File: src/rtl/multicycle_controller_if.sv
// -----------------------------------------------------------------------------
// multicycle_controller_if
// Bundle between the multicycle MIPS controller and its datapath.
//   master : controller side - reads op/funct/zero/mem_ready, drives all
//            enables, mux selects, ALU control, illegal_op and debug state.
//   slave  : datapath side - the mirror image.
// Signals:
//   op[5:0], funct[5:0]  IR[31:26] / IR[5:0]
//   zero                 ALU zero flag
//   mem_ready            memory access completes this cycle
//   pcen, memwrite, irwrite, regwrite, alusrca, iord, memtoreg, regdst
//   alusrcb[1:0], pcsrc[1:0], alucontrol[2:0], illegal_op, state[3:0]
// -----------------------------------------------------------------------------
interface multicycle_controller_if;
    logic [5:0] op;
    logic [5:0] funct;
    logic       zero;
    logic       mem_ready;

    logic       pcen;
    logic       memwrite;
    logic       irwrite;
    logic       regwrite;
    logic       alusrca;
    logic       iord;
    logic       memtoreg;
    logic       regdst;
    logic [1:0] alusrcb;
    logic [1:0] pcsrc;
    logic [2:0] alucontrol;
    logic       illegal_op;
    logic [3:0] state;

    modport master (
        input  op, funct, zero, mem_ready,
        output pcen, memwrite, irwrite, regwrite, alusrca, iord, memtoreg,
               regdst, alusrcb, pcsrc, alucontrol, illegal_op, state
    );

    modport slave (
        output op, funct, zero, mem_ready,
        input  pcen, memwrite, irwrite, regwrite, alusrca, iord, memtoreg,
               regdst, alusrcb, pcsrc, alucontrol, illegal_op, state
    );
endinterface

File: src/rtl/multicycle_controller.sv
// -----------------------------------------------------------------------------
// multicycle_controller
// Moore FSM sequencing the shared multicycle MIPS datapath (single memory,
// single ALU, IR/A/B/ALUOut registers). Supports R-type add/sub/and/or/slt,
// lw, sw, beq, addi and j. Memory states wait on mem_ready.
//
// Parameters:
//   MEM_READY_EN  1: FETCH/MEMRD/MEMWR hold until mem_ready
//                 0: mem_ready ignored (treated as always 1)
// Ports:
//   i_clk    clock, rising edge
//   i_rst    asynchronous reset, active-high; forces every output to 0
//   io_bus   multicycle_controller_if.master (op/funct/zero/mem_ready in,
//            control enables/selects/alucontrol/illegal_op/state out)
//
// state | meaning
// ------+--------------------------------------------------------------
//   0   | FETCH  : read instr at PC, PC+4; hold until mem_ready
//   1   | DECODE : compute branch target, dispatch on op
//   2   | MEMADR : ALUOut = A + signimm
//   3   | MEMRD  : read memory at ALUOut; hold until mem_ready
//   4   | MEMWB  : rt <= MDR
//   5   | MEMWR  : write B to memory at ALUOut; hold until mem_ready
//   6   | EXEC   : ALUOut = A op B
//   7   | ALUWB  : rd <= ALUOut
//   8   | BRANCH : A - B, load PC with target if zero
//   9   | ADDIEX : ALUOut = A + signimm
//  10   | ADDIWB : rt <= ALUOut
//  11   | JUMP   : PC <= jump target
// 12-15 | unused : all outputs 0, back to FETCH
// -----------------------------------------------------------------------------
module multicycle_controller #(
    parameter bit MEM_READY_EN = 1'b1
) (
    input  logic                   i_clk,
    input  logic                   i_rst,
    multicycle_controller_if.master io_bus
);

    localparam logic [3:0] S_FETCH  = 4'd0;
    localparam logic [3:0] S_DECODE = 4'd1;
    localparam logic [3:0] S_MEMADR = 4'd2;
    localparam logic [3:0] S_MEMRD  = 4'd3;
    localparam logic [3:0] S_MEMWB  = 4'd4;
    localparam logic [3:0] S_MEMWR  = 4'd5;
    localparam logic [3:0] S_EXEC   = 4'd6;
    localparam logic [3:0] S_ALUWB  = 4'd7;
    localparam logic [3:0] S_BRANCH = 4'd8;
    localparam logic [3:0] S_ADDIEX = 4'd9;
    localparam logic [3:0] S_ADDIWB = 4'd10;
    localparam logic [3:0] S_JUMP   = 4'd11;

    localparam logic [5:0] OP_RTYPE = 6'b000000;
    localparam logic [5:0] OP_LW    = 6'b100011;
    localparam logic [5:0] OP_SW    = 6'b101011;
    localparam logic [5:0] OP_BEQ   = 6'b000100;
    localparam logic [5:0] OP_ADDI  = 6'b001000;
    localparam logic [5:0] OP_J     = 6'b000010;

    localparam logic [5:0] FN_ADD = 6'b100000;
    localparam logic [5:0] FN_SUB = 6'b100010;
    localparam logic [5:0] FN_AND = 6'b100100;
    localparam logic [5:0] FN_OR  = 6'b100101;
    localparam logic [5:0] FN_SLT = 6'b101010;

    localparam logic [2:0] ALU_ADD = 3'b010;
    localparam logic [2:0] ALU_SUB = 3'b110;
    localparam logic [2:0] ALU_AND = 3'b000;
    localparam logic [2:0] ALU_OR  = 3'b001;
    localparam logic [2:0] ALU_SLT = 3'b111;

    logic [3:0] r_state;
    logic [3:0] w_next;

    logic       w_mem_ready;
    logic       w_funct_ok;
    logic [2:0] w_funct_alu;

    logic       w_pcwrite;
    logic       w_branch;
    logic       w_memwrite;
    logic       w_irwrite;
    logic       w_regwrite;
    logic       w_alusrca;
    logic       w_iord;
    logic       w_memtoreg;
    logic       w_regdst;
    logic [1:0] w_alusrcb;
    logic [1:0] w_pcsrc;
    logic [2:0] w_alucontrol;
    logic       w_illegal_op;

    assign w_mem_ready = MEM_READY_EN ? io_bus.mem_ready : 1'b1;

    // Supported R-type functions and their ALU encodings.
    always_comb begin
        w_funct_ok  = 1'b1;
        w_funct_alu = ALU_ADD;
        unique case (io_bus.funct)
            FN_ADD:  w_funct_alu = ALU_ADD;
            FN_SUB:  w_funct_alu = ALU_SUB;
            FN_AND:  w_funct_alu = ALU_AND;
            FN_OR:   w_funct_alu = ALU_OR;
            FN_SLT:  w_funct_alu = ALU_SLT;
            default: w_funct_ok  = 1'b0;
        endcase
    end

    // State register
    always_ff @(posedge i_clk or posedge i_rst) begin
        if (i_rst) begin
            r_state <= S_FETCH;
        end else begin
            r_state <= w_next;
        end
    end

    // Next-state logic
    always_comb begin
        w_next = S_FETCH;
        case (r_state)
            S_FETCH:  w_next = w_mem_ready ? S_DECODE : S_FETCH;
            S_DECODE: begin
                case (io_bus.op)
                    OP_LW, OP_SW: w_next = S_MEMADR;
                    OP_RTYPE:     w_next = w_funct_ok ? S_EXEC : S_FETCH;
                    OP_BEQ:       w_next = S_BRANCH;
                    OP_ADDI:      w_next = S_ADDIEX;
                    OP_J:         w_next = S_JUMP;
                    default:      w_next = S_FETCH;
                endcase
            end
            S_MEMADR: w_next = (io_bus.op == OP_SW) ? S_MEMWR : S_MEMRD;
            S_MEMRD:  w_next = w_mem_ready ? S_MEMWB : S_MEMRD;
            S_MEMWB:  w_next = S_FETCH;
            S_MEMWR:  w_next = w_mem_ready ? S_FETCH : S_MEMWR;
            S_EXEC:   w_next = S_ALUWB;
            S_ALUWB:  w_next = S_FETCH;
            S_BRANCH: w_next = S_FETCH;
            S_ADDIEX: w_next = S_ADDIWB;
            S_ADDIWB: w_next = S_FETCH;
            S_JUMP:   w_next = S_FETCH;
            default:  w_next = S_FETCH;
        endcase
    end

    // Output logic. Reset overrides everything, including the mem_ready-driven
    // irwrite/pcwrite of FETCH, so the datapath sees no strobes while held.
    always_comb begin
        w_pcwrite    = 1'b0;
        w_branch     = 1'b0;
        w_memwrite   = 1'b0;
        w_irwrite    = 1'b0;
        w_regwrite   = 1'b0;
        w_alusrca    = 1'b0;
        w_iord       = 1'b0;
        w_memtoreg   = 1'b0;
        w_regdst     = 1'b0;
        w_alusrcb    = 2'b00;
        w_pcsrc      = 2'b00;
        w_alucontrol = ALU_ADD;
        w_illegal_op = 1'b0;
        if (i_rst) begin
            w_alucontrol = 3'b000;
        end else begin
            case (r_state)
                S_FETCH: begin
                    w_alusrcb = 2'b01;
                    w_irwrite = w_mem_ready;
                    w_pcwrite = w_mem_ready;
                end
                S_DECODE: begin
                    w_alusrcb = 2'b11;
                    case (io_bus.op)
                        OP_LW, OP_SW, OP_BEQ, OP_ADDI, OP_J: w_illegal_op = 1'b0;
                        OP_RTYPE: w_illegal_op = ~w_funct_ok;
                        default:  w_illegal_op = 1'b1;
                    endcase
                end
                S_MEMADR: begin
                    w_alusrca = 1'b1;
                    w_alusrcb = 2'b10;
                end
                S_MEMRD: w_iord = 1'b1;
                S_MEMWB: begin
                    w_memtoreg = 1'b1;
                    w_regwrite = 1'b1;
                end
                S_MEMWR: begin
                    w_iord     = 1'b1;
                    w_memwrite = 1'b1;
                end
                S_EXEC: begin
                    w_alusrca    = 1'b1;
                    w_alucontrol = w_funct_alu;
                end
                S_ALUWB: begin
                    w_regdst   = 1'b1;
                    w_regwrite = 1'b1;
                end
                S_BRANCH: begin
                    w_alusrca    = 1'b1;
                    w_alucontrol = ALU_SUB;
                    w_branch     = 1'b1;
                    w_pcsrc      = 2'b01;
                end
                S_ADDIEX: begin
                    w_alusrca = 1'b1;
                    w_alusrcb = 2'b10;
                end
                S_ADDIWB: w_regwrite = 1'b1;
                S_JUMP: begin
                    w_pcsrc   = 2'b10;
                    w_pcwrite = 1'b1;
                end
                default: w_alucontrol = 3'b000;
            endcase
        end
    end

    assign io_bus.pcen       = w_pcwrite | (w_branch & io_bus.zero);
    assign io_bus.memwrite   = w_memwrite;
    assign io_bus.irwrite    = w_irwrite;
    assign io_bus.regwrite   = w_regwrite;
    assign io_bus.alusrca    = w_alusrca;
    assign io_bus.iord       = w_iord;
    assign io_bus.memtoreg   = w_memtoreg;
    assign io_bus.regdst     = w_regdst;
    assign io_bus.alusrcb    = w_alusrcb;
    assign io_bus.pcsrc      = w_pcsrc;
    assign io_bus.alucontrol = w_alucontrol;
    assign io_bus.illegal_op = w_illegal_op;
    assign io_bus.state      = r_state;

endmodule
File: src/flat_wrapper.sv
// flat-port wrapper written by rule: the top's interface ports become plain ports
module multicycle_controller_flat 
#(
    parameter bit MEM_READY_EN = 1'b1
)
  (i_clk, i_rst, io_bus_op, io_bus_funct, io_bus_zero, io_bus_mem_ready, io_bus_pcen, io_bus_memwrite, io_bus_irwrite, io_bus_regwrite, io_bus_alusrca, io_bus_iord, io_bus_memtoreg, io_bus_regdst, io_bus_alusrcb, io_bus_pcsrc, io_bus_alucontrol, io_bus_illegal_op, io_bus_state);
  multicycle_controller_if io_bus_i ();
  input  logic i_clk;
  input  logic i_rst;
  input wire logic [$bits(io_bus_i.op)-1:0] io_bus_op;
  input wire logic [$bits(io_bus_i.funct)-1:0] io_bus_funct;
  input wire logic [$bits(io_bus_i.zero)-1:0] io_bus_zero;
  input wire logic [$bits(io_bus_i.mem_ready)-1:0] io_bus_mem_ready;
  output wire logic [$bits(io_bus_i.pcen)-1:0] io_bus_pcen;
  output wire logic [$bits(io_bus_i.memwrite)-1:0] io_bus_memwrite;
  output wire logic [$bits(io_bus_i.irwrite)-1:0] io_bus_irwrite;
  output wire logic [$bits(io_bus_i.regwrite)-1:0] io_bus_regwrite;
  output wire logic [$bits(io_bus_i.alusrca)-1:0] io_bus_alusrca;
  output wire logic [$bits(io_bus_i.iord)-1:0] io_bus_iord;
  output wire logic [$bits(io_bus_i.memtoreg)-1:0] io_bus_memtoreg;
  output wire logic [$bits(io_bus_i.regdst)-1:0] io_bus_regdst;
  output wire logic [$bits(io_bus_i.alusrcb)-1:0] io_bus_alusrcb;
  output wire logic [$bits(io_bus_i.pcsrc)-1:0] io_bus_pcsrc;
  output wire logic [$bits(io_bus_i.alucontrol)-1:0] io_bus_alucontrol;
  output wire logic [$bits(io_bus_i.illegal_op)-1:0] io_bus_illegal_op;
  output wire logic [$bits(io_bus_i.state)-1:0] io_bus_state;
  assign io_bus_i.op = io_bus_op;
  assign io_bus_i.funct = io_bus_funct;
  assign io_bus_i.zero = io_bus_zero;
  assign io_bus_i.mem_ready = io_bus_mem_ready;
  assign io_bus_pcen = io_bus_i.pcen;
  assign io_bus_memwrite = io_bus_i.memwrite;
  assign io_bus_irwrite = io_bus_i.irwrite;
  assign io_bus_regwrite = io_bus_i.regwrite;
  assign io_bus_alusrca = io_bus_i.alusrca;
  assign io_bus_iord = io_bus_i.iord;
  assign io_bus_memtoreg = io_bus_i.memtoreg;
  assign io_bus_regdst = io_bus_i.regdst;
  assign io_bus_alusrcb = io_bus_i.alusrcb;
  assign io_bus_pcsrc = io_bus_i.pcsrc;
  assign io_bus_alucontrol = io_bus_i.alucontrol;
  assign io_bus_illegal_op = io_bus_i.illegal_op;
  assign io_bus_state = io_bus_i.state;
  multicycle_controller #(.MEM_READY_EN(MEM_READY_EN)) u_core (.i_clk(i_clk), .i_rst(i_rst), .io_bus(io_bus_i));
endmodule
File: config.mk
export PLATFORM = sky130hd
export DESIGN_NAME = multicycle_controller_flat
export DESIGN_NICKNAME = d
export VERILOG_FILES = /design/src/rtl/multicycle_controller_if.sv /design/src/rtl/multicycle_controller.sv /design/src/flat_wrapper.sv
export SDC_FILE = /design/constraint.sdc
export NUM_CORES = 1
export LEC_CHECK = 0
export BUFFER_PORTS_ARGS = -buffer_cell sky130_fd_sc_hd__buf_2
export CORE_UTILIZATION = 30
export DETAILED_ROUTE_END_ITERATION = 8
export PLACE_DENSITY_LB_ADDON = 0.3
export SLEW_MARGIN = 40
export SYNTH_ARGS = -nofsm -noshare
export SYNTH_HDL_FRONTEND = slang
export SYNTH_SLANG_ARGS = --single-unit
File: constraint.sdc
create_clock -name i_clk -period 2.04 [get_ports i_clk]
set_clock_uncertainty 0.1 [all_clocks]
set_input_delay 0.204 -clock i_clk [delete_from_list [all_inputs] [get_ports i_clk]]
set_output_delay 0.204 -clock i_clk [all_outputs]
set_load 0.01 [all_outputs]
Word level (Yosys, flattened, before mapping)
Index checks and enable logic that the tools add are counted.
{"block": "totals", "regBits": 4, "input_bits": 16, "output_inout_bits": 20, "elab_cells": 71}
{"block": "classes", "eq_ne": 21, "n_mux": 36, "bitwise": 3, "reduce_logical": 10}
{"operator": "6-bit equality test, second input constant", "n": 7}
{"operator": "4-bit one-hot mux with 7 select lines", "n": 1}
{"operator": "1-bit 2-to-1 mux", "n": 21}
{"operator": "4-bit one-hot mux with 5 select lines", "n": 1}
{"operator": "4-bit by 3-bit equality test with 1-bit output, second input constant", "n": 4}
{"operator": "4-bit equality test, second input constant", "n": 4}
{"operator": "3-bit 2-to-1 mux", "n": 5}
{"operator": "3-bit one-hot mux with 4 select lines", "n": 1}
{"operator": "10-bit OR reduction", "n": 1}
{"operator": "5-bit OR reduction", "n": 2}
{"operator": "3-bit one-hot mux with 3 select lines", "n": 1}
{"operator": "4-bit by 2-bit equality test with 1-bit output, second input constant", "n": 2}
{"operator": "6-bit by 2-bit equality test with 1-bit output, second input constant", "n": 1}
{"operator": "6-bit by 3-bit equality test with 1-bit output, second input constant", "n": 1}
{"operator": "6-bit by 4-bit equality test with 1-bit output, second input constant", "n": 1}
{"operator": "6-bit zero test", "n": 1}
{"operator": "2-bit one-hot mux with 3 select lines", "n": 1}
{"operator": "2-bit OR reduction", "n": 3}
{"operator": "4-bit by 1-bit equality test with 1-bit output, second input constant", "n": 1}
{"operator": "4-bit zero test", "n": 1}
{"operator": "2-bit 2-to-1 mux", "n": 2}
{"operator": "1-bit one-hot mux with 2 select lines", "n": 2}
{"operator": "2-bit one-hot mux with 2 select lines", "n": 1}
{"operator": "4-bit OR reduction", "n": 1}
{"operator": "4 further kinds", "n": 4}

Logic depth before layout (Yosys ltp)
Gate-level depths: netlist of the first run.
{"block": "depth", "depth_word": 7, "mapped_depth": 5, "mapped_depth_nobuf": 4}

Worst setup path before layout of the first run
Ideal clock, no wire load.
{"block": "synth_timing", "path_kind": "register -> output", "start": "register u_core.r_state[2] (netlist: u_core.io_bus.state[2])", "end": "output io_bus_pcen", "arrival_ns": 1.482, "required_ns": 1.736, "path_slack_ns": 0.254, "path_stages_with_launch": 5, "path_buffers": 1, "cell_sequence": "dfrtp_1 clkbuf_1 nand2b_1 nor4_1 a22o_1"}
{"block": "synth_between", "elab_chain_cells": 5, "elab_cells_between_ends": 9, "cone_classes": "eq/ne (2); mux (4); bitwise (2); reduce/logical (1)"}
{"element": "start, declared", "line_no": "multicycle_controller.sv:72", "source": "logic [3:0] r_state;"}
{"element": "start signal, assigned", "line_no": "multicycle_controller.sv:114", "source": "r_state <= w_next;"}
{"element": "4-bit equality test", "line_no": "multicycle_controller.sv:166", "source": "case (r_state)"}
{"element": "1-bit 2-to-1 mux", "line_no": "multicycle_controller.sv:166"}
{"element": "1-bit 2-to-1 mux", "line_no": "multicycle_controller.sv:163", "source": "if (i_rst) begin"}
{"element": "1-bit AND", "line_no": "multicycle_controller.sv:221", "source": "assign io_bus.pcen = w_pcwrite | (w_branch & io_bus.zero);"}
{"element": "1-bit OR *", "line_no": "multicycle_controller.sv:221"}
{"element": "end, declared", "line_no": "flat_wrapper.sv:14", "source": "output wire logic [$bits(io_bus_i.pcen)-1:0] io_bus_pcen;"}
Mark *: on every way between the ends. The rest lies on a longest branch, timed or not.

Worst setup path in the final report of the first run
{"block": "layout_timing", "start": "input i_rst", "end": "output io_bus_illegal_op"}
{"block": "layout_between", "elab_chain_cells": 1}
{"element": "start, declared", "line_no": "flat_wrapper.sv:9", "source": "input logic i_rst;"}
{"element": "1-bit 2-to-1 mux", "line_no": "multicycle_controller.sv:163"}
{"element": "end, declared", "line_no": "flat_wrapper.sv:25", "source": "output wire logic [$bits(io_bus_i.illegal_op)-1:0] io_bus_illegal_op;"}
Every way passes these cells.

==> results.ini, run 1 <==
[yosys]
syn-num-nets=112
ys_seq_area_share_pct=15.7
netlist_instances=96
synthesis.area_um2=638
ys_seq_elements=4
avgSynthCellArea_um2=6.65
ys_types=34
yosysWarnings=0

[grt]
antenna_found_initial=0
grt_max_degree=17
overflow=0
gr-usage-all-layers_pct=17.8
grt_pass1_wl_um=2900
grt_pass1_vias=665

[clocking]
clk_pin_slew_ns=0.03
cts_buffers=3
h-tree-depth=1
cts_tree=built
clock_path_buffers=2
clkSinkCount=4
clockRootBuffer=clkbuf_4
post_cts.repair.setup_buffers=0
clkLatencyLatePin_ns=0.24

[worst_setup_path]
start_kind=primary input
worstSetupEndpointType=output pin
crit_path_start=i_rst
cp.arrival_ns=1.62
worst-setup-path-type=primary input to output pin
cp.required_ns=1.74
worstReg2RegStart=u_core.io_bus.state[1]
worst-path-max-fanout=11

[sta]
finalHoldViolations=0
setup-violations-final=0
fin_crit_sh_pct=94.1
tns_ns=0
rsz0062_at_grt=no
max_freq_ghz=0.521
worst_pin_slew_ns=0.448
relSlewSlack_pct=70.1
min_period_ns=1.92
setup_ws_ns=0.120
maxSlewViolCount=0

[route]
routedWlPerCell_um=12.0
totalWireLength_um=1890
vias=828
first_pass_iters=4
drc=0
drt-initial-drc-count=10
postRouteAntennaNets=0
via_per_inst=5.27

[placed_design]
dp_hpwl_um=1450
gp_congestion=0.791
place_inst=153
io_buffers=35
dp_slack_ns=0.383

[run]
max-cap-violations=0

[finish]
area_delta_synth_final_pct=35.7
multi_input_area_um2=493
layout-drive-gt1-share_pct=36.9
antenna_cells=0
nets=148
largest_reg_flops=4
stdcell_count=157
fill_cells=229
ff_latch_area_um2=101

[die]
dieArea_um2=2320
ioPinCount=36
coreArea_um2=1980
die_h_um=48.1
start_util_pct=32.2
num_rows=16
die_w_um=48.1

[min_path]
hp-start=io_bus_op[4]
min_path_type=primary input to register

[status]
outcome=complete, no violations

[power]
finalPower_mw=0.658
p_leak_nw=0.415
vdd_drop_max_mv=0.415
p_per_area_nw_per_um2=759

[layout make-up]
type	count	share of cell area, %
Multi-Input combinational cell	81	56.9
Timing Repair Buffer	38	23.1
Sequential cell	4	11.7
Tap cell	27	3.90
Clock buffer	3	2.60
Inverter	4	1.73
[cell usage after synthesis, drive strengths merged]
cell | n | share of area, %
a22oi | 2 | 2.4
a21oi | 4 | 3.1
nand4 | 1 | 0.98
nand2 | 6 | 3.5
and3 | 3 | 2.9
o21bai | 1 | 1.2
clkbuf | 4 | 2.4
buf | 3 | 2.4
o21ai | 3 | 2.4
a21boi | 2 | 2.4
xor2 | 3 | 4.1
a311o | 1 | 1.6
a32oi | 1 | 1.4
mux2i | 2 | 3.1
a41oi | 1 | 1.4
o211ai | 3 | 3.5
nand2b | 3 | 2.9
nor3b | 3 | 4.3
dfrtp | 4 | 16
nand3 | 6 | 4.7
nand3b | 1 | 1.2
a211oi | 2 | 3.1
o22a | 1 | 1.4
nor2b | 5 | 4.9
nor4 | 4 | 3.9
a22o | 1 | 1.4
nor2 | 13 | 7.6
a21o | 1 | 1.4
a31oi | 1 | 0.98
nor3 | 7 | 5.5
inv | 4 | 2.4
[critical path, stage by stage]
cell	delay [ns]
dlygate4sd3_1	0.53
buf_2	0.19
nor2_1	0.18
nand3_1	0.11
a31oi_1	0.14
and3_1	0.16
buf_2	0.12
[power breakdown]
part,internal [mW],switching [mW],leakage (nW),total [mW]
Sequential,0.101,0.0754,0.0525,0.177
Combinational,0.172,0.209,0.349,0.382
Clock,0.0659,0.0335,0.0138,0.0993
Total,0.340,0.318,0.415,0.658
[per-stage QoR]
step	utilization [%]	hold slack (ns)	cell area, µm²
after floorplan	-	0.0738	638
after global placement	42.0	0.0714	832
after detailed placement	42.0	0.0713	832
after CTS	43.6	0.230	865
after global routing	43.7	0.274	866
final	43.7	0.230	866
[cells in the final DEF, fill, tap and decap left out]
| master | n |
|---|---|
| a211oi_1 | 1 |
| a211oi_2 | 1 |
| a21boi_1 | 2 |
| a21o_2 | 1 |
| a21oi_1 | 4 |
| a22o_1 | 1 |
| a22oi_1 | 2 |
| a311o_1 | 1 |
| a31oi_1 | 1 |
| a32oi_1 | 1 |
| a41oi_1 | 1 |
| and3_1 | 3 |
| buf_2 | 35 |
| buf_4 | 2 |
| clkbuf_4 | 3 |
| dfrtp_1 | 3 |
| dfrtp_2 | 1 |
| dlygate4sd3_1 | 1 |
| inv_2 | 4 |
| mux2i_1 | 2 |
| nand2_1 | 6 |
| nand2b_1 | 3 |
| nand3_1 | 6 |
| nand3b_1 | 1 |
| nand4_1 | 1 |
| nor2_1 | 13 |
| nor2b_1 | 5 |
| nor3_1 | 7 |
| nor3b_1 | 2 |
| nor3b_2 | 1 |
| nor4_1 | 4 |
| o211ai_1 | 3 |
| o21ai_0 | 2 |
| o21ai_1 | 1 |
| o21bai_1 | 1 |
| o22a_1 | 1 |
| xor2_1 | 3 |
[metal layers]
metal	vias up	wire length, µm	global-route usage (%)
li1	424	-	-
met1	380	897	25.3
met2	24	907	28.4
met3	0	86	5.56
met4	0	0	0
met5	-	0	0
[kinds of logic after synthesis]
kind of cell / count (synthesis) / synth area share [%]
simple gates: 52 / 42.5
compound gates: 24 / 27.5
buf+inv: 11 / 7.06
xor+xnor: 3 / 4.12
mux: 2 / 3.14
flops: 4 / 15.7
[final timing paths]
check,slack [ns],cells after the start,end
worst max register to register,0.47,5,u_core.io_bus.state[2]
worst min register to register,0.61,1,u_core.io_bus.state[0]
min in group asynchronous,0.37,3,u_core.io_bus.state[2]
max in group asynchronous,1.33,3,u_core.io_bus.state[0]
worst max-delay path,0.12,7,io_bus_illegal_op
worst min-delay path,0.23,4,u_core.io_bus.state[1]
[timing repair]
action / 4_1_cts / 5_1_grt
setup endpoints to repair: 0 / 1
gates resized for setup: 0 / 1
hold buffers: 1 / 0
hold endpoints to repair: 4 / 0
Note: power is estimated with default switching activity, not from simulation.
==> inputs of run 2 (changes only) <==
--- a/config.mk
+++ b/config.mk
@@ -8,7 +8,8 @@
 export BUFFER_PORTS_ARGS = -buffer_cell sky130_fd_sc_hd__buf_2
 export CORE_UTILIZATION = 30
 export DETAILED_ROUTE_END_ITERATION = 8
-export PLACE_DENSITY_LB_ADDON = 0.3
+export PLACE_DENSITY = 0.59
+export SETUP_SLACK_MARGIN = 0.1
 export SLEW_MARGIN = 40
 export SYNTH_ARGS = -nofsm -noshare
 export SYNTH_HDL_FRONTEND = slang
==> run 2 against run 1 <==
  * Combinational power up 6.5%
  * Worst hold slack better by 0.0058 ns
  * First-iteration DRC count unchanged
  * Final cell count unchanged
  * Clock-buffer cell count unchanged
==> results.ini, run 2 (synthesis gave the netlist of run 1 again) <==
[status]
outcome=complete, no violations

[sta]
hold_ws_ns=0.236  ; +0.00579 ns
max_freq_ghz=0.541  ; +3.9%
worst_pin_slew_ns=0.345  ; -0.104 ns
setup-violations-final=0  ; unchanged
fin_crit_sh_pct=90.6  ; -3.5 points
finalHoldViolations=0  ; unchanged
tns_ns=0  ; unchanged
relSlewSlack_pct=76.8  ; +6.7 points
min_period_ns=1.85  ; -0.0719 ns
rsz0062_at_grt=yes
maxSlewViolCount=0  ; unchanged

[worst_setup_path]
worst-path-max-fanout=11  ; unchanged
worstSetupEndpointType=output pin
r2r_setup_slack_ns=0.62  ; +0.15 ns
worst-path-buf-inv=3  ; unchanged
critical-path-top-delay-family=buffers and inverters
max_stage_delay_ns=0.56  ; +0.03 ns
start_kind=primary input
cpMaxStageDelayCell=dlygate4sd3_1
cp.required_ns=1.74  ; about the same
worst-setup-path-type=primary input to output pin
cp.arrival_ns=1.54  ; -0.08 ns
crit_chain=dlygate4sd3_1 > buf_6 > nor4_1 > a22o_1 > buf_2

[run]
max-cap-violations=0  ; unchanged

[grt]
antenna_found_initial=0  ; unchanged
gr-usage-all-layers_pct=17.4  ; -0.40 points
grt_pass1_vias=687  ; +3.3%
grt_max_degree=20  ; +3
overflow=0  ; unchanged
grt_pass1_wl_um=2910  ; +0.45%

[power]
p_leak_nw=0.415  ; -0.17%
vdd_drop_max_mv=0.409  ; -1.4%
finalPower_mw=0.666  ; +1.3%
p_per_area_nw_per_um2=753  ; -0.88%

[die]
dieArea_um2=2320  ; unchanged
num_rows=16  ; unchanged
die_w_um=48.1  ; unchanged
ioPinCount=36  ; unchanged
start_util_pct=32.2  ; unchanged
die_h_um=48.1  ; unchanged
coreArea_um2=1980  ; unchanged

[route]
postRouteAntennaNets=0  ; unchanged
drc=0  ; unchanged
totalWireLength_um=1860  ; -1.6%
first_pass_iters=4  ; unchanged
vias=818  ; -1.2%
via_per_inst=5.21  ; -1.2%
routedWlPerCell_um=11.9  ; -1.6%
drt-initial-drc-count=10  ; unchanged

[finish]
final_cell_mix=buf_2, nor2_1, nor3_1
layout_commonest_cell=buf_2
nets=148  ; unchanged
antenna_cells=0  ; unchanged
largest_reg_flops=4  ; unchanged
ff_latch_area_um2=104  ; +2.5%
area_delta_synth_final_pct=38.6
layout-drive-gt1-share_pct=40.8  ; +3.8 points
fill_cells=218  ; -4.8%
multi_input_area_um2=503  ; +2.0%

[clocking]
clkLatencyLatePin_ns=0.22  ; -0.02 ns
cts_buffers=3  ; unchanged
post_cts.repair.setup_buffers=0  ; unchanged
clkSinkCount=4  ; unchanged
clockRootBuffer=clkbuf_4
h-tree-depth=1  ; unchanged
clk_pin_slew_ns=0.03  ; about the same
cts_tree=built
clock_path_buffers=2  ; unchanged

[placed_design]
dp_hpwl_um=1480  ; +1.8%
io_buffers=35  ; unchanged
gp_congestion=0.828  ; +4.6%

[min_path]
min_path_type=primary input to register

[run 2: cell counts in the layout (fill, tap and decap cells not counted)]
No cell type changed its count.
[run 2: where the power goes]
group	switching [mW]	internal [mW]	leakage, nW
clock network	0.0258	0.0653	0.0138
registers	0.0646	0.103	0.0493
logic	0.227	0.180	0.352
[run 2: worst paths after layout]
check	cells after the start	startpoint	end
setup / recovery	5	i_rst	io_bus_pcen
hold / removal	4	io_bus_op[4]	u_core.io_bus.state[1]
setup reg to reg	4	u_core.io_bus.state[1]	u_core.io_bus.state[1]
hold reg to reg	1	u_core.io_bus.state[3]	u_core.io_bus.state[0]
max in group asynchronous	3	i_rst	u_core.io_bus.state[3]
min in group asynchronous	3	i_rst	u_core.io_bus.state[2]
[run 2: what timing repair did]
item / CTS / global route
gates resized for setup: 1 / 8
hold buffers: 1 / 0
hold endpoints to repair: 4 / 0
setup endpoints to repair: 1 / 6
[run 2: per-stage QoR]
step	instance area [µm²]	instances	util [%]	setup slack [ns]
2_1_floorplan	638	96	-	0.254
3_3_place_gp	832	153	42.0	0.383
3_5_place_dp	832	153	42.0	0.332
4_1_cts	866	157	43.7	0.111
5_1_grt	885	157	44.6	0.0292
6_report	885	157	44.6	0.191
[run 2: final cells by class]
class	instances	area share [%]
clock buffer	3	2.55
inverter	4	1.70
multi-input combinational	81	56.9
sequential	4	11.7
tap	27	3.82
timing repair buffer	38	23.3
[run 2: worst min-delay path, cell delays in order]
cell and delay [ns]:
buf_2 0.12, nor3_1 0.05, nand2_1 0.06, o211ai_1 0.08
[run 2: routing by layer]
metal	share of wire, %	up-vias	track usage, %
met3	3.8	0	2.22
li1	-	421	-
met5	0	-	0
met2	48	23	30.0
met4	0	0	1.67
met1	48	374	24.2
==> inputs of run 3 (changes only) <==
--- a/config.mk
+++ b/config.mk
@@ -8,6 +8,7 @@
 export BUFFER_PORTS_ARGS = -buffer_cell sky130_fd_sc_hd__buf_2
 export CORE_UTILIZATION = 30
 export DETAILED_ROUTE_END_ITERATION = 8
+export GPL_TIMING_DRIVEN = 0
 export PLACE_DENSITY = 0.59
 export SETUP_SLACK_MARGIN = 0.1
 export SLEW_MARGIN = 40
==> run 3 against run 2 <==
  * Setup slack improved by 0.011 ns
  * Largest cell class unchanged
  * Die area did not move
  * Wire length rose by 0.59%
  * Maximum frequency rose by 0.62%
  * Global-route usage fell by 0.22 points
  * Critical path type is now register to output pin
  * Largest power group unchanged
  * Sequential share of layout area fell by 0.42 points
  * Sequential power fell by 25%
==> results.ini, run 3 (synthesis gave the netlist of run 1 again) <==
[finish]
layout-drive-gt1-share_pct=39.6  ; -1.2 points
layout_commonest_cell=buf_2
area_delta_synth_final_pct=38.6  ; unchanged
nets=152  ; +2.7%
fill_cells=202  ; -7.3%
largest_reg_flops=4  ; unchanged
multi_input_area_um2=502  ; -0.25%
antenna_cells=0  ; unchanged
final_cell_mix=buf_2, nor2_1, nor3_1
ff_latch_area_um2=100  ; -3.6%

[min_path]
min_path_type=primary input to asynchronous set/reset pin

[run]
max-cap-violations=0  ; unchanged

[status]
outcome=complete, no violations

[sta]
maxSlewViolCount=0  ; unchanged
fin_crit_sh_pct=90.1  ; -0.56 points
min_period_ns=1.84  ; -0.0115 ns
setup-violations-final=0  ; unchanged
tns_ns=0  ; unchanged
finalHoldViolations=0  ; unchanged
rsz0062_at_grt=no
max_freq_ghz=0.544  ; +0.62%
worst_pin_slew_ns=0.453  ; +0.109 ns
relSlewSlack_pct=69.8  ; -7.0 points

[clocking]
cts_tree=built
clk_pin_slew_ns=0.03  ; about the same
clkLatencyLatePin_ns=0.23  ; about the same
clkSinkCount=4  ; unchanged
clock_path_buffers=2  ; unchanged
h-tree-depth=1  ; unchanged
cts_buffers=3  ; unchanged
cts_hold_buf=0  ; -1
post_cts.repair.setup_buffers=0  ; unchanged
clockRootBuffer=clkbuf_4

[placed_design]
io_buffers=35  ; unchanged
dp_hpwl_um=1520  ; +3.1%
gp_congestion=0.863  ; +4.3%

[route]
via_per_inst=5.28  ; +1.3%
routedWlPerCell_um=11.6  ; -1.9%
drt-initial-drc-count=30  ; +20
vias=850  ; +3.9%
totalWireLength_um=1870  ; +0.59%
postRouteAntennaNets=0  ; unchanged
drc=0  ; unchanged
first_pass_iters=4  ; unchanged

[worst_setup_path]
worstSetupEndpointType=output pin
cp.arrival_ns=1.53  ; about the same
r2r-end=u_core.io_bus.state[2]
r2r_setup_slack_ns=0.66  ; +0.04 ns
worst-path-max-fanout=10  ; -1
worstReg2RegStart=u_core.io_bus.state[2]
worst-setup-path-type=register to output pin
cp.required_ns=1.74  ; about the same
ff2ff_path_depth=5  ; +1
start_kind=register

[power]
vdd_drop_max_mv=0.440  ; +7.6%
p_per_area_nw_per_um2=758  ; +0.67%
p_leak_nw=0.433  ; +4.5%
finalPower_mw=0.670  ; +0.67%

[die]
dieArea_um2=2320  ; unchanged
die_w_um=48.1  ; unchanged
die_h_um=48.1  ; unchanged
ioPinCount=36  ; unchanged
coreArea_um2=1980  ; unchanged
start_util_pct=32.2  ; unchanged
num_rows=16  ; unchanged

[grt]
gr-max-usage-layer=met2
grt_pass1_vias=680  ; -1.0%
grt.met1_usage_pct=22.0  ; -2.2 points
grt_pass1_wl_um=2830  ; -2.8%
grt_max_degree=11  ; -45%
met2_usage_pct=29.7  ; -0.27 points
overflow=0  ; unchanged
grtUsageMet3_pct=3.33  ; +1.1 points
antenna_found_initial=0  ; unchanged
gr-usage-all-layers_pct=17.2  ; -0.22 points

==> run 3: cell count changes in the layout (fill, tap and decap cells not counted), sizes merged <==
cell	previous run	this run
buf	37	38
clkbuf	3	7
dlygate4sd3	1	0
==> run 3: layout make-up <==
class | count | share of cell area (%)
Buffer | 7 | 4.10
Clock buffer | 3 | 2.55
Timing Repair Buffer | 35 | 19.8
Inverter | 4 | 1.70
Multi-Input combinational cell | 81 | 56.7
Tap cell | 27 | 3.82
Sequential cell | 4 | 11.3
==> run 3: worst max-delay path, cell delays in order, from the launching register on <==
cell and delay (ns):
dfrtp_1 0.40, buf_2 0.20, nor2_2 0.14, nand3_1 0.12
a31oi_1 0.15, and3_1 0.17, buf_2 0.12
==> run 3: metal layers <==
layer | vias up | share of wire [%]
li1 | 434 | -
met1 | 378 | 46
met2 | 36 | 46
met3 | 2 | 6.6
met4 | 0 | 0.43
met5 | - | 0
==> run 3: report_power, final <==
part	total [mW]	internal [mW]	leakage (nW)	switching, mW
Sequential	0.126	0.0999	0.0537	0.0256
Combinational	0.453	0.182	0.366	0.271
Clock	0.0922	0.0654	0.0138	0.0268
Total	0.670	0.347	0.433	0.323
==> run 3: worst max-delay path by stage <==
| stage | slack, ns | cells past startpoint | end | start |
|---|---|---|---|---|
| final | 0.20 | 6 | io_bus_illegal_op | u_core.io_bus.state[3] |
| after global routing | 0.11 | 5 | io_bus_alucontrol[2] | u_core.io_bus.state[1] |
| after CTS | 0.10 | 5 | io_bus_alucontrol[0] | u_core.io_bus.state[2] |
| after detailed placement | 0.33 | 6 | io_bus_illegal_op | u_core.io_bus.state[3] |
| after global placement | 0.35 | 6 | io_bus_illegal_op | u_core.io_bus.state[3] |
| after floorplan | 0.25 | 4 | io_bus_pcen | u_core.io_bus.state[2] |
==> run 3: stage by stage <==
| step | std cells | hold slack [ns] | area, µm² | utilization (%) | setup slack (ns) |
|---|---|---|---|---|---|
| floorplan | 96 | 0.0738 | 638 | - | 0.254 |
| global placement | 158 | 0.257 | 847 | 42.7 | 0.355 |
| detailed placement | 158 | 0.263 | 847 | 42.7 | 0.335 |
| CTS | 161 | 0.0218 | 871 | 43.9 | 0.102 |
| global route | 161 | 0.0565 | 885 | 44.6 | 0.113 |
| finish | 161 | 0.0391 | 885 | 44.6 | 0.203 |
==> run 3: timing repair <==
item | in CTS | in global routing
resized for setup | 1 | 8
setup endpoints to repair | 1 | 8
endpoints found under the hold margin | 0 | 0
